==> src/rtl/mem_ctrl_pkg.sv <==
// Shared encodings for the RAM access sequencer: FSM states, store sizes, grant ids.
package mem_ctrl_pkg;

    typedef enum logic [1:0] {
        IDLE  = 2'd0,
        MERGE = 2'd1,
        RESP  = 2'd2
    } state_e;

    localparam logic [1:0] SZ_BYTE = 2'b00;
    localparam logic [1:0] SZ_HALF = 2'b01;
    localparam logic [1:0] SZ_WORD = 2'b10;

    typedef enum logic {
        GNT_I = 1'b0,
        GNT_D = 1'b1
    } grant_e;

endpackage

==> src/rtl/store_lane_merge.sv <==
// Replaces the addressed byte/halfword lanes of a RAM word with store data
// (little-endian lane order) and flags accesses that break natural alignment.
module store_lane_merge
    import mem_ctrl_pkg::*;
(
    input  logic [31:0] old_word,
    input  logic [31:0] wdata,
    input  logic [1:0]  size,
    input  logic [1:0]  addr_lo,
    output logic [31:0] merged,
    output logic        misalign
);

    // Lane replacement and alignment check by access size
    always_comb begin
        merged   = old_word;
        misalign = 1'b0;
        case (size)
            SZ_BYTE: begin
                case (addr_lo)
                    2'd0:    merged[7:0]   = wdata[7:0];
                    2'd1:    merged[15:8]  = wdata[7:0];
                    2'd2:    merged[23:16] = wdata[7:0];
                    default: merged[31:24] = wdata[7:0];
                endcase
            end
            SZ_HALF: begin
                misalign = addr_lo[0];
                if (addr_lo[1]) begin
                    merged[31:16] = wdata[15:0];
                end else begin
                    merged[15:0] = wdata[15:0];
                end
            end
            default: begin
                misalign = (addr_lo != 2'b00);
                merged   = wdata;
            end
        endcase
    end

endmodule

==> src/rtl/mem_access_ctrl.sv <==
// Arbitrates the single-port data RAM between instruction fetch and the data
// port, and performs sub-word stores as read-modify-write.
module mem_access_ctrl
    import mem_ctrl_pkg::*;
#(
    parameter int ADDR_W = 32,
    parameter int RR_ARB = 1
) (
    input  logic              clk,
    input  logic              rst,
    input  logic              i_req,
    input  logic [ADDR_W-1:0] i_addr,
    output logic              i_ack,
    output logic [31:0]       i_rdata,
    input  logic              d_req,
    input  logic              d_we,
    input  logic [1:0]        d_size,
    input  logic [ADDR_W-1:0] d_addr,
    input  logic [31:0]       d_wdata,
    output logic              d_ack,
    output logic [31:0]       d_rdata,
    output logic              d_err,
    output logic              ram_we,
    output logic [ADDR_W-1:0] ram_addr,
    output logic [31:0]       ram_wdata,
    input  logic [31:0]       ram_rdata
);

    localparam logic [ADDR_W-1:0] WORD_MASK = ~ADDR_W'(3);

    state_e            state_q, state_d;
    grant_e            last_grant_q, last_grant_d;
    logic [31:0]       i_rdata_q, i_rdata_d;
    logic [31:0]       d_rdata_q, d_rdata_d;
    logic [31:0]       hold_q, hold_d;
    logic              err_q, err_d;
    logic [ADDR_W-1:0] op_addr_q, op_addr_d;
    logic [1:0]        op_size_q, op_size_d;
    logic [31:0]       op_wdata_q, op_wdata_d;

    logic              gnt_i, gnt_d;
    logic              ram_we_c;
    logic [ADDR_W-1:0] addr_mux;
    logic [31:0]       wdata_c;

    logic [31:0]       chk_wdata;
    logic [1:0]        chk_size;
    logic [1:0]        chk_lo;
    logic [31:0]       merged;
    logic              misalign;

    // One merge unit serves both the IDLE alignment check (live request)
    // and the MERGE write (latched request).
    assign chk_wdata = (state_q == MERGE) ? op_wdata_q     : d_wdata;
    assign chk_size  = (state_q == MERGE) ? op_size_q      : d_size;
    assign chk_lo    = (state_q == MERGE) ? op_addr_q[1:0] : d_addr[1:0];

    store_lane_merge u_merge (
        .old_word (hold_q),
        .wdata    (chk_wdata),
        .size     (chk_size),
        .addr_lo  (chk_lo),
        .merged   (merged),
        .misalign (misalign)
    );

    // Arbitration, next-state and RAM control decode
    always_comb begin
        state_d      = state_q;
        last_grant_d = last_grant_q;
        i_rdata_d    = i_rdata_q;
        d_rdata_d    = d_rdata_q;
        hold_d       = hold_q;
        err_d        = err_q;
        op_addr_d    = op_addr_q;
        op_size_d    = op_size_q;
        op_wdata_d   = op_wdata_q;
        gnt_i        = 1'b0;
        gnt_d        = 1'b0;
        ram_we_c     = 1'b0;
        addr_mux     = op_addr_q;
        wdata_c      = d_wdata;

        case (state_q)
            IDLE: begin
                gnt_d = d_req && (!i_req || (RR_ARB == 0) || (last_grant_q == GNT_I));
                gnt_i = i_req && !gnt_d;
                if (gnt_i) begin
                    last_grant_d = GNT_I;
                    addr_mux     = i_addr;
                    i_rdata_d    = ram_rdata;
                    err_d        = 1'b0;
                    state_d      = RESP;
                end else if (gnt_d) begin
                    last_grant_d = GNT_D;
                    addr_mux     = d_addr;
                    op_addr_d    = d_addr;
                    op_size_d    = d_size;
                    op_wdata_d   = d_wdata;
                    err_d        = misalign;
                    state_d      = RESP;
                    if (!misalign) begin
                        if (!d_we) begin
                            d_rdata_d = ram_rdata;
                        end else if ((d_size == SZ_BYTE) || (d_size == SZ_HALF)) begin
                            hold_d  = ram_rdata;
                            state_d = MERGE;
                        end else begin
                            ram_we_c = 1'b1;
                            wdata_c  = d_wdata;
                        end
                    end
                end
            end
            MERGE: begin
                ram_we_c = 1'b1;
                addr_mux = op_addr_q;
                wdata_c  = merged;
                state_d  = RESP;
            end
            RESP: begin
                state_d = IDLE;
            end
            default: begin
                state_d = IDLE;
            end
        endcase
    end

    // Write enable is also gated by rst so an in-flight store is dropped at once
    assign ram_we    = ram_we_c && !rst;
    assign ram_addr  = addr_mux & WORD_MASK;
    assign ram_wdata = wdata_c;

    assign i_ack   = (state_q == RESP) && (last_grant_q == GNT_I);
    assign d_ack   = (state_q == RESP) && (last_grant_q == GNT_D);
    assign d_err   = d_ack && err_q;
    assign i_rdata = i_rdata_q;
    assign d_rdata = d_rdata_q;

    // State and datapath registers
    always_ff @(posedge clk or posedge rst) begin
        if (rst) begin
            state_q      <= IDLE;
            last_grant_q <= GNT_I;
            i_rdata_q    <= '0;
            d_rdata_q    <= '0;
            hold_q       <= '0;
            err_q        <= 1'b0;
            op_addr_q    <= '0;
            op_size_q    <= '0;
            op_wdata_q   <= '0;
        end else begin
            state_q      <= state_d;
            last_grant_q <= last_grant_d;
            i_rdata_q    <= i_rdata_d;
            d_rdata_q    <= d_rdata_d;
            hold_q       <= hold_d;
            err_q        <= err_d;
            op_addr_q    <= op_addr_d;
            op_size_q    <= op_size_d;
            op_wdata_q   <= op_wdata_d;
        end
    end

endmodule
==> config.mk <==
export PLATFORM = sky130hd
export DESIGN_NAME = mem_access_ctrl
export DESIGN_NICKNAME = d
export VERILOG_FILES = /design/src/rtl/mem_ctrl_pkg.sv /design/src/rtl/store_lane_merge.sv /design/src/rtl/mem_access_ctrl.sv
export SDC_FILE = /design/constraint.sdc
export NUM_CORES = 1
export LEC_CHECK = 0
export ABC_AREA = 1
export CORE_MARGIN = 4
export CORE_UTILIZATION = 49
export CTS_CLUSTER_DIAMETER = 150
export DETAILED_ROUTE_END_ITERATION = 10
export PLACE_DENSITY_LB_ADDON = 0.3
export SYNTH_ARGS = -nofsm -noshare
export SYNTH_HDL_FRONTEND = slang
export SYNTH_HIERARCHICAL = 1
export SYNTH_SLANG_ARGS = --single-unit
==> constraint.sdc <==
create_clock -name clk -period 7.1 [get_ports clk]
set_input_delay 1.065 -clock clk [delete_from_list [all_inputs] [get_ports clk]]
set_output_delay 1.065 -clock clk [all_outputs]
set_load 0.01 [all_outputs]
* Word-level counts from Yosys, hierarchy flattened
Index checks and enable logic that the tools add are counted. W data, S select, Z words.
Word-level totals: flip-flop bits (word level) 166, output and inout bits 132, word-level logic and storage cells 74
Operators by class: eq/ne operators 7, mux-type cells 30, bitwise gates (word level) 4, reduce and logical (&&, ||, !) cells 24
Operator list (number):
- $mux W32 | 4
- $pmux W32 S2 | 1
- $mux W16 | 2
- $mux W8 | 4
- $mux W2 | 7
- $mux W1 | 9
- $eq A2 B1 Y1 const B | 4
- $logic_not A2 Y1 | 4
- $logic_and A1 B1 Y1 | 6
- $reduce_and A2 Y1 | 3
- $reduce_and A6 Y1 | 1
- $reduce_and A5 Y1 | 1
- $eq A2 B2 Y1 const B | 2
- $not A1 Y1 | 4
- $pmux W1 S2 | 2
- $pmux W2 S2 | 1
- $reduce_bool A2 Y1 | 2
- $logic_not A1 Y1 | 3
- $ne A3 B3 Y1 const B | 1
- $reduce_and A3 Y1 | 1
- $reduce_or A3 Y1 | 1
- $logic_or A1 B1 Y1 | 2

* Logic depth before layout (Yosys ltp)
Gate-level depths: netlist of the first run.
depth after elaboration 9, mapped depth 17

* Modules after synthesis
The synthesis of the first run kept the hierarchy.
Modules (own cells, without submodules):
- mem_access_ctrl | times used 1, cells each 1011, area each 7858.8 um^2, seq. area each 4154.0 um^2
- store_lane_merge | times used 1, cells each 340, area each 1485.2 um^2, seq. area each 0.0 um^2

* Least setup slack after synthesis of the first run
No wires, ideal clock.
kind input -> output, from in rst, to out ram_we, data arrival time 4.970 ns, required time 6.035 ns, setup slack 1.065 ns, stages 3, path buffers 0, cell sequence inv_1 > nand2_1 > a21oi_1
On the way: cells in the longest elaborated chain, start to end 2
RTL lines:
- start: declaration | line mem_access_ctrl.sv:10 | input logic rst,
- $logic_not A1 Y1 (no source line)
- $logic_and A1 B1 Y1 | line mem_access_ctrl.sv:131 | assign ram_we = ram_we_c && !rst;
- end: declaration | line mem_access_ctrl.sv:23 | output logic ram_we,
No other way between the ends.

* Worst setup path after layout of the first run
from reg state_q[0], to out ram_we
On the way: cells in the longest elaborated chain, start to end 9
RTL lines:
- start: declaration | line mem_access_ctrl.sv:31 | state_e state_q, state_d;
- start signal: assignment | line mem_access_ctrl.sv:154 | state_q <= state_d;
- $eq A2 B1 Y1 * | line mem_access_ctrl.sv:55 | assign chk_size = (state_q == MERGE) ? op_size_q : d_size;
- $mux W2 * | line mem_access_ctrl.sv:55
- net chk_size[1] | line mem_access_ctrl.sv:47 | logic [1:0] chk_size;
- $eq A2 B1 Y1 or $logic_not A2 Y1 (tied branches) | line store_lane_merge.sv:18 | case (size)
- $pmux W1 S2 * | line store_lane_merge.sv:18
- net misalign | line mem_access_ctrl.sv:50 | logic misalign;
- $mux W1 * | line mem_access_ctrl.sv:102 | if (!misalign) begin
- $mux W1 * | line mem_access_ctrl.sv:94 | end else if (gnt_d) begin
- $mux W1 * | line mem_access_ctrl.sv:88 | if (gnt_i) begin
- $pmux W1 S2 * | line mem_access_ctrl.sv:84 | case (state_q)
- $logic_and A1 B1 Y1 * | line mem_access_ctrl.sv:131
The timed path passes the listed nets; every way through them passes the cells marked *.

==> out/results.ini, run 1 <==
[status]
status=completed

[hold_path]
holdPathStages=2
hp-start=hold_q[25]
hold_path_class=register to register
whs_endpoint=hold_q[25]

[timing]
max_freq_ghz=0.201
worst_slew_pin_slew_ns=1.14
drv_slew=0
grt_setup_unrepaired=false
setup_tns_ns=0
hold_viol=0
skew_ns=0.0129
period_share=0.700
maxSlewHeadroom=0.239
finalCriticalPeriod_ns=4.97
final-setup-viol-count=0
finalHoldWorstSlack_ns=0.487

[clock_network]
root_buffer=clkbuf_16
post-cts-setup-buffers=0
cts_tree=yes
clk_path_buf_depth=2
cts.repair.resized=0
path_clk_slew_ns=0.07
cts.sinks=166
htreeDepth=4
clk_latency_ns=0.43
ctsHoldBuffers=0
numCtsBuffers=17

[yosys]
post-synth-top-area-cell=dfrtp_1
postSynthCellCount=1351
ys_ff_latch=166
yosysSeqAreaShare=0.445
synth_top_area_frac=0.445
syn_avg_cell_area_um2=6.92
synth_warnings=6
synth_area_um2=9340
synth_edf_count=0
synthArstFlopShare=1.00
synth_ff_type=dfrtp_1
synth.distinct_cells=28
synth_area_leaders=dfrtp_1 (44%), nand2_1 (23%), nand3_1 (8.9%)

[place]
place.gp.congestion=0.996
hpwl_um=20800
io_buffers=262
place_area_um2=11900

[floorplan]
core-area_um2=18700
floorplan.initialDensity=0.500
dieArea_um2=21300
fp.dieH_um=146
io_pins=267
dieWidth_um=146
rows=50

[global_route]
grt.total_usage=0.272
grt_max_degree=102
antenna_found_initial=0
grt_overflow=0
grt_first_pass_wirelength_um=47500
grt_pass1_vias=9043

[layout]
drive_above_1_share=0.0458
nNetsFinal=1693
n_antenna_cell=0
utilization=0.670
final_area_um2=12500
syn2layout_area_growth_pct=34.2

[power]
power_leakage_nw=6.24
power_per_cell_area_nw_per_um2=372
ir_worst_vdd_v=0.000207

[routing]
wl_per_cell_um=16.4
viasPerCell=5.36
drt_iter0_markers=877
drc=0
first_pass_iters=8
routed_wl_um=29600
ant_nets=0
num_vias=9671

[setup_path]
ff2ff_path_depth=14
max_stage_delay_ns=0.72
path_common_cell=inv_2
cp-end-kind=output pin
crit_fanout=33
r2r_setup_slack_ns=3.08
crit_path_start_kind=register
cpMaxStageDelayCell=nor2_4
crit_chain=inv_2 -> nor2_2 -> buf_4 -> inv_2 -> o21a_1 -> nor2_4 -> a211oi_1 -> nor2_1 -> nand3_1 -> a21oi_1 -> clkdlybuf4s50_1
crit_type=register to output pin
arrival_ns=3.90
r2r_start=state_q[0]
r2r-end=hold_q[5]
critPathRequiredTime_ns=6.03

[run]
cap_violations=0

## power by group
part | switching (mW) | leakage (nW) | internal, mW
registers | 0.267 | 2.08 | 1.40
clock network | 0.457 | 0.306 | 0.514
logic | 1.10 | 3.86 | 0.923
## sequential cells by signal (all words and copies together) (netlist names), named ones only
register,count
hold_q,32
d_rdata,32
op_size_q,2
last_grant_q,1
state_q,2
err_q,1
op_addr_q,30
i_rdata,32
op_wdata_q,32
## cells in the mapped netlist, drive strengths merged, types with 2 or more instances
master / n
a21boi: 9
a21oi: 3
buf: 50
clkbuf: 36
dfrtp: 166
inv: 127
nand2: 569
nand3: 166
nor2: 10
nor3: 2
o21a: 2
o21ai: 208
## layout make-up
type                    instances  area [um^2]
well taps                     234          293
repair buffers                273         2710
inverters                     127          482
flip-flops and latches        166         4150
multi-input cells             973         4270
clock inverters                15          208
clock buffers                  17          425
fillers                      1613         6160
## worst max-delay path, delay by kind of cell (launching register included)
family / cells / cell delay [ns]
simple gates: 4 / 1.03
compound gates: 3 / 0.82
flops: 1 / 0.41
buf+inv: 4 / 1.21
## how the worst max path moves through the flow
stage                     startpoint  endpoint  slack (ns)
final                     state_q[0]    ram_we        2.13
after global routing      state_q[0]    ram_we        1.83
after CTS                 state_q[0]    ram_we        2.15
after detailed placement   d_size[1]    ram_we        2.20
after global placement     d_size[1]    ram_we        2.22
after floorplan                  rst    ram_we        1.06
## cells in the final DEF, fill, tap and decap left out, types with 10 or more instances in the layout
cell type and instances:
buf_4 11, clkbuf_16 17, clkdlybuf4s50_1 262, dfrtp_1 166, inv_1 116, inv_2 10, nand2_1 561, nand3_1 166
o21ai_0 127, o21ai_1 78
## cell families after synthesis
kind of cell	count (synthesis)	share of synthesized area
flip-flops	166	0.445
buffers and inverters	213	0.101
other	1	0.000401
AND/OR/NAND/NOR	748	0.329
AO/OA/AOI/OAI	223	0.125
## per-layer routing
metal / GRT usage / routed length, um / share of wire / vias up
met5: 0 / 0 / 0 / -
met4: 0.0903 / 939 / 0.032 / 0
met3: 0.0720 / 2410 / 0.082 / 69
met2: 0.411 / 13200 / 0.45 / 412
met1: 0.383 / 13000 / 0.44 / 4496
li1: - / - / - / 4694
## stage by stage
| stage | std cells | setup WS (ns) | power, mW |
|---|---|---|---|
| final | 1805 | 2.13 | 4.66 |
| after global routing | 1805 | 1.83 | 5.00 |
| after CTS | 1805 | 2.15 | 4.68 |
| after detailed placement | 1773 | 2.20 | 3.68 |
| after global placement | 1773 | 2.22 | 3.62 |
| after floorplan | 1352 | 1.06 | 2.72 |
(Power assumes the default switching activity.)
==> run 2: changes to the inputs <==
--- a/config.mk
+++ b/config.mk
@@ -7,7 +7,7 @@
 export LEC_CHECK = 0
 export ABC_AREA = 1
 export CORE_MARGIN = 4
-export CORE_UTILIZATION = 49
+export CORE_UTILIZATION = 44
 export CTS_CLUSTER_DIAMETER = 150
 export DETAILED_ROUTE_END_ITERATION = 10
 export PLACE_DENSITY_LB_ADDON = 0.3
==> constraint.sdc (replaced) <==
create_clock -name clk -period 4.1 [get_ports clk]
set_input_delay 0.615 -clock clk [delete_from_list [all_inputs] [get_ports clk]]
set_output_delay 0.615 -clock clk [all_outputs]
set_load 0.01 [all_outputs]
==> run 2 against run 1 <==
Against the previous run: critical path depth up 1; sequential power up 72%; via count down 2.3%; clock power up 62%.
==> out/results.ini, run 2 (synthesis gave the netlist of run 1 again) <==
[status]
status=completed

[global_route]
grt_max_degree=72  ; -29%
grt.total_usage=0.253  ; -0.0188
grt_overflow=0  ; unchanged
antenna_found_initial=1  ; +1
grt_first_pass_wirelength_um=48500  ; +2.0%
grt_pass1_vias=8901  ; -1.6%

[setup_path]
cpMaxStageDelayCell=clkdlybuf4s50_1
arrival_ns=3.26  ; -0.64 ns
crit_type=register to output pin
crit_path_start_kind=register
critPathRequiredTime_ns=3.48  ; -2.55 ns
crit_chain=inv_2 -> nor2_2 -> inv_2 -> buf_12 -> o21a_1 -> buf_4 -> nand2_1 -> a21boi_1 -> nand2_1 -> nand2_1 -> nand2_1 -> clkdlybuf4s50_1
max_stage_delay_ns=0.54  ; -0.18 ns
path_common_cell=nand2_1
cp-end-kind=output pin
crit_fanout=61  ; +85%

[timing]
drv_slew=0  ; unchanged
worst_slew_pin_slew_ns=1.32  ; +0.185 ns
max_freq_ghz=0.258
finalHoldWorstSlack_ns=0.484  ; -0.00307 ns
final-setup-viol-count=0  ; unchanged
grt_setup_unrepaired=false
setup_tns_ns=0  ; unchanged
skew_ns=0.00789  ; -0.00503 ns
hold_viol=0  ; unchanged
period_share=0.944
maxSlewHeadroom=0.118  ; -0.121
finalCriticalPeriod_ns=3.87

[place]
dp.cells=1822  ; +2.8%
hpwl_um=21700  ; +4.4%
io_buffers=262  ; unchanged
place.gp.congestion=0.910  ; -8.7%

[layout]
mostFrequentLayoutCells=nand2_1 (560), clkdlybuf4s50_1 (262), nand3_1 (166), dfrtp_1 (166), o21ai_0 (126)
nNetsFinal=1705  ; +0.71%
final_cells=1859  ; +3.0%
syn2layout_area_growth_pct=35.4
fillCellCount=1961  ; +22%
drive_above_1_share=0.0543  ; +0.00850
mostFrequentLayoutCell=nand2_1
utilization=0.604  ; -0.0665

[routing]
m1WireLength_um=13800  ; +6.6%
wl_met2_um=13500  ; +2.1%
viasPerCell=5.08  ; -5.1%
drt_iter0_markers=681  ; -22%
routed_wl_um=30300  ; +2.3%
drc=0  ; unchanged
num_vias=9453  ; -2.3%
top_layer_used=met4
wl_per_cell_um=16.3  ; -0.64%
first_pass_iters=5  ; -3
met3_length_um=2180  ; -9.8%
ant_nets=0  ; unchanged

[power]
ir_worst_vdd_v=0.000329  ; +59%
power_leakage_nw=6.28  ; +0.68%
power_per_cell_area_nw_per_um2=630  ; +69%
total_power_mw=7.97  ; +71%

[floorplan]
dieArea_um2=23600  ; +11%
dieWidth_um=154  ; +5.2%
rows=53  ; +6.0%
floorplan.initialDensity=0.446  ; -0.0536
io_pins=267  ; unchanged
core-area_um2=21000  ; +12%
fp.dieH_um=154  ; +5.2%

[clock_network]
htreeDepth=4  ; unchanged
clk_path_buf_depth=2  ; unchanged
clk_latency_ns=0.43  ; about the same
root_buffer=clkbuf_16
numCtsBuffers=17  ; unchanged
ctsHoldBuffers=0  ; unchanged
cts_tree=yes
path_clk_slew_ns=0.07  ; about the same
cts.sinks=166  ; unchanged

[hold_path]
hold_path_class=register to register

[run]
cap_violations=0  ; unchanged

==> run 2: cell count changes in the layout (fill, tap and decap cells not counted), moves of 2 or more <==
cell        delta
buf_12         +2
clkinv_8       -5
buf_4         +10
clkbuf_8       +2
clkinvlp_4     +2
clkinv_2       +3
==> run 2: timing repair <==
action	4_1_cts	5_1_grt
buffers inserted	0	4
setup endpoints to repair	0	15
gates resized for setup	0	5
==> run 2: stage by stage <==
step	setup WS [ns]	instance area, um^2
after detailed placement	0.365	12000
after global routing	0.00617	12700
after CTS	0.108	12600
final	0.229	12700
after global placement	0.353	12000
after floorplan	0.195	9350
==> run 2: layout make-up <==
class | count | area [um^2] | share of cell area
Inverter | 127 | 483 | 0.0382
Sequential cell | 166 | 4150 | 0.328
Timing Repair Buffer | 285 | 2820 | 0.223
Clock inverter | 13 | 116 | 0.00920
Multi-Input combinational cell | 973 | 4280 | 0.338
Antenna cell | 1 | 2.50 | 0.000198
Clock buffer | 19 | 453 | 0.0358
Tap cell | 275 | 344 | 0.0272
==> run 2: worst max-delay path, delay by kind of cell (launching register included) <==
kind,cells,cell delay (ns)
AND/OR/NAND/NOR,5,0.44
flip-flops,1,0.42
buffers and inverters,5,1.48
AO/OA/AOI/OAI,2,0.47
==> run 2: final timing paths <==
| check | startpoint | to | slack [ns] | cells after the start |
|---|---|---|---|---|
| setup / recovery | state_q[0] | ram_wdata[21] | 0.23 | 12 |
| hold / removal | d_rdata[18] | d_rdata[18] | 0.48 | 2 |
| setup reg to reg | state_q[0] | hold_q[19] | 0.99 | 15 |
| hold reg to reg | d_rdata[18] | d_rdata[18] | 0.48 | 2 |
| max in group asynchronous | rst | op_wdata_q[7] | 1.96 | 4 |
| min in group asynchronous | rst | hold_q[21] | 0.84 | 3 |
==> run 2: routing by layer <==
layer  track usage  vias up
met3        0.0645       40
met5             0        -
met2         0.382      298
met4        0.0799        0
li1              -     4722
met1         0.359     4393
==> run 2: power by group <==
part / internal (mW) / switching (mW) / leakage (nW)
clock: 0.829 / 0.743 / 0.282
sequential: 2.42 / 0.455 / 2.08
combinational: 1.62 / 1.90 / 3.92
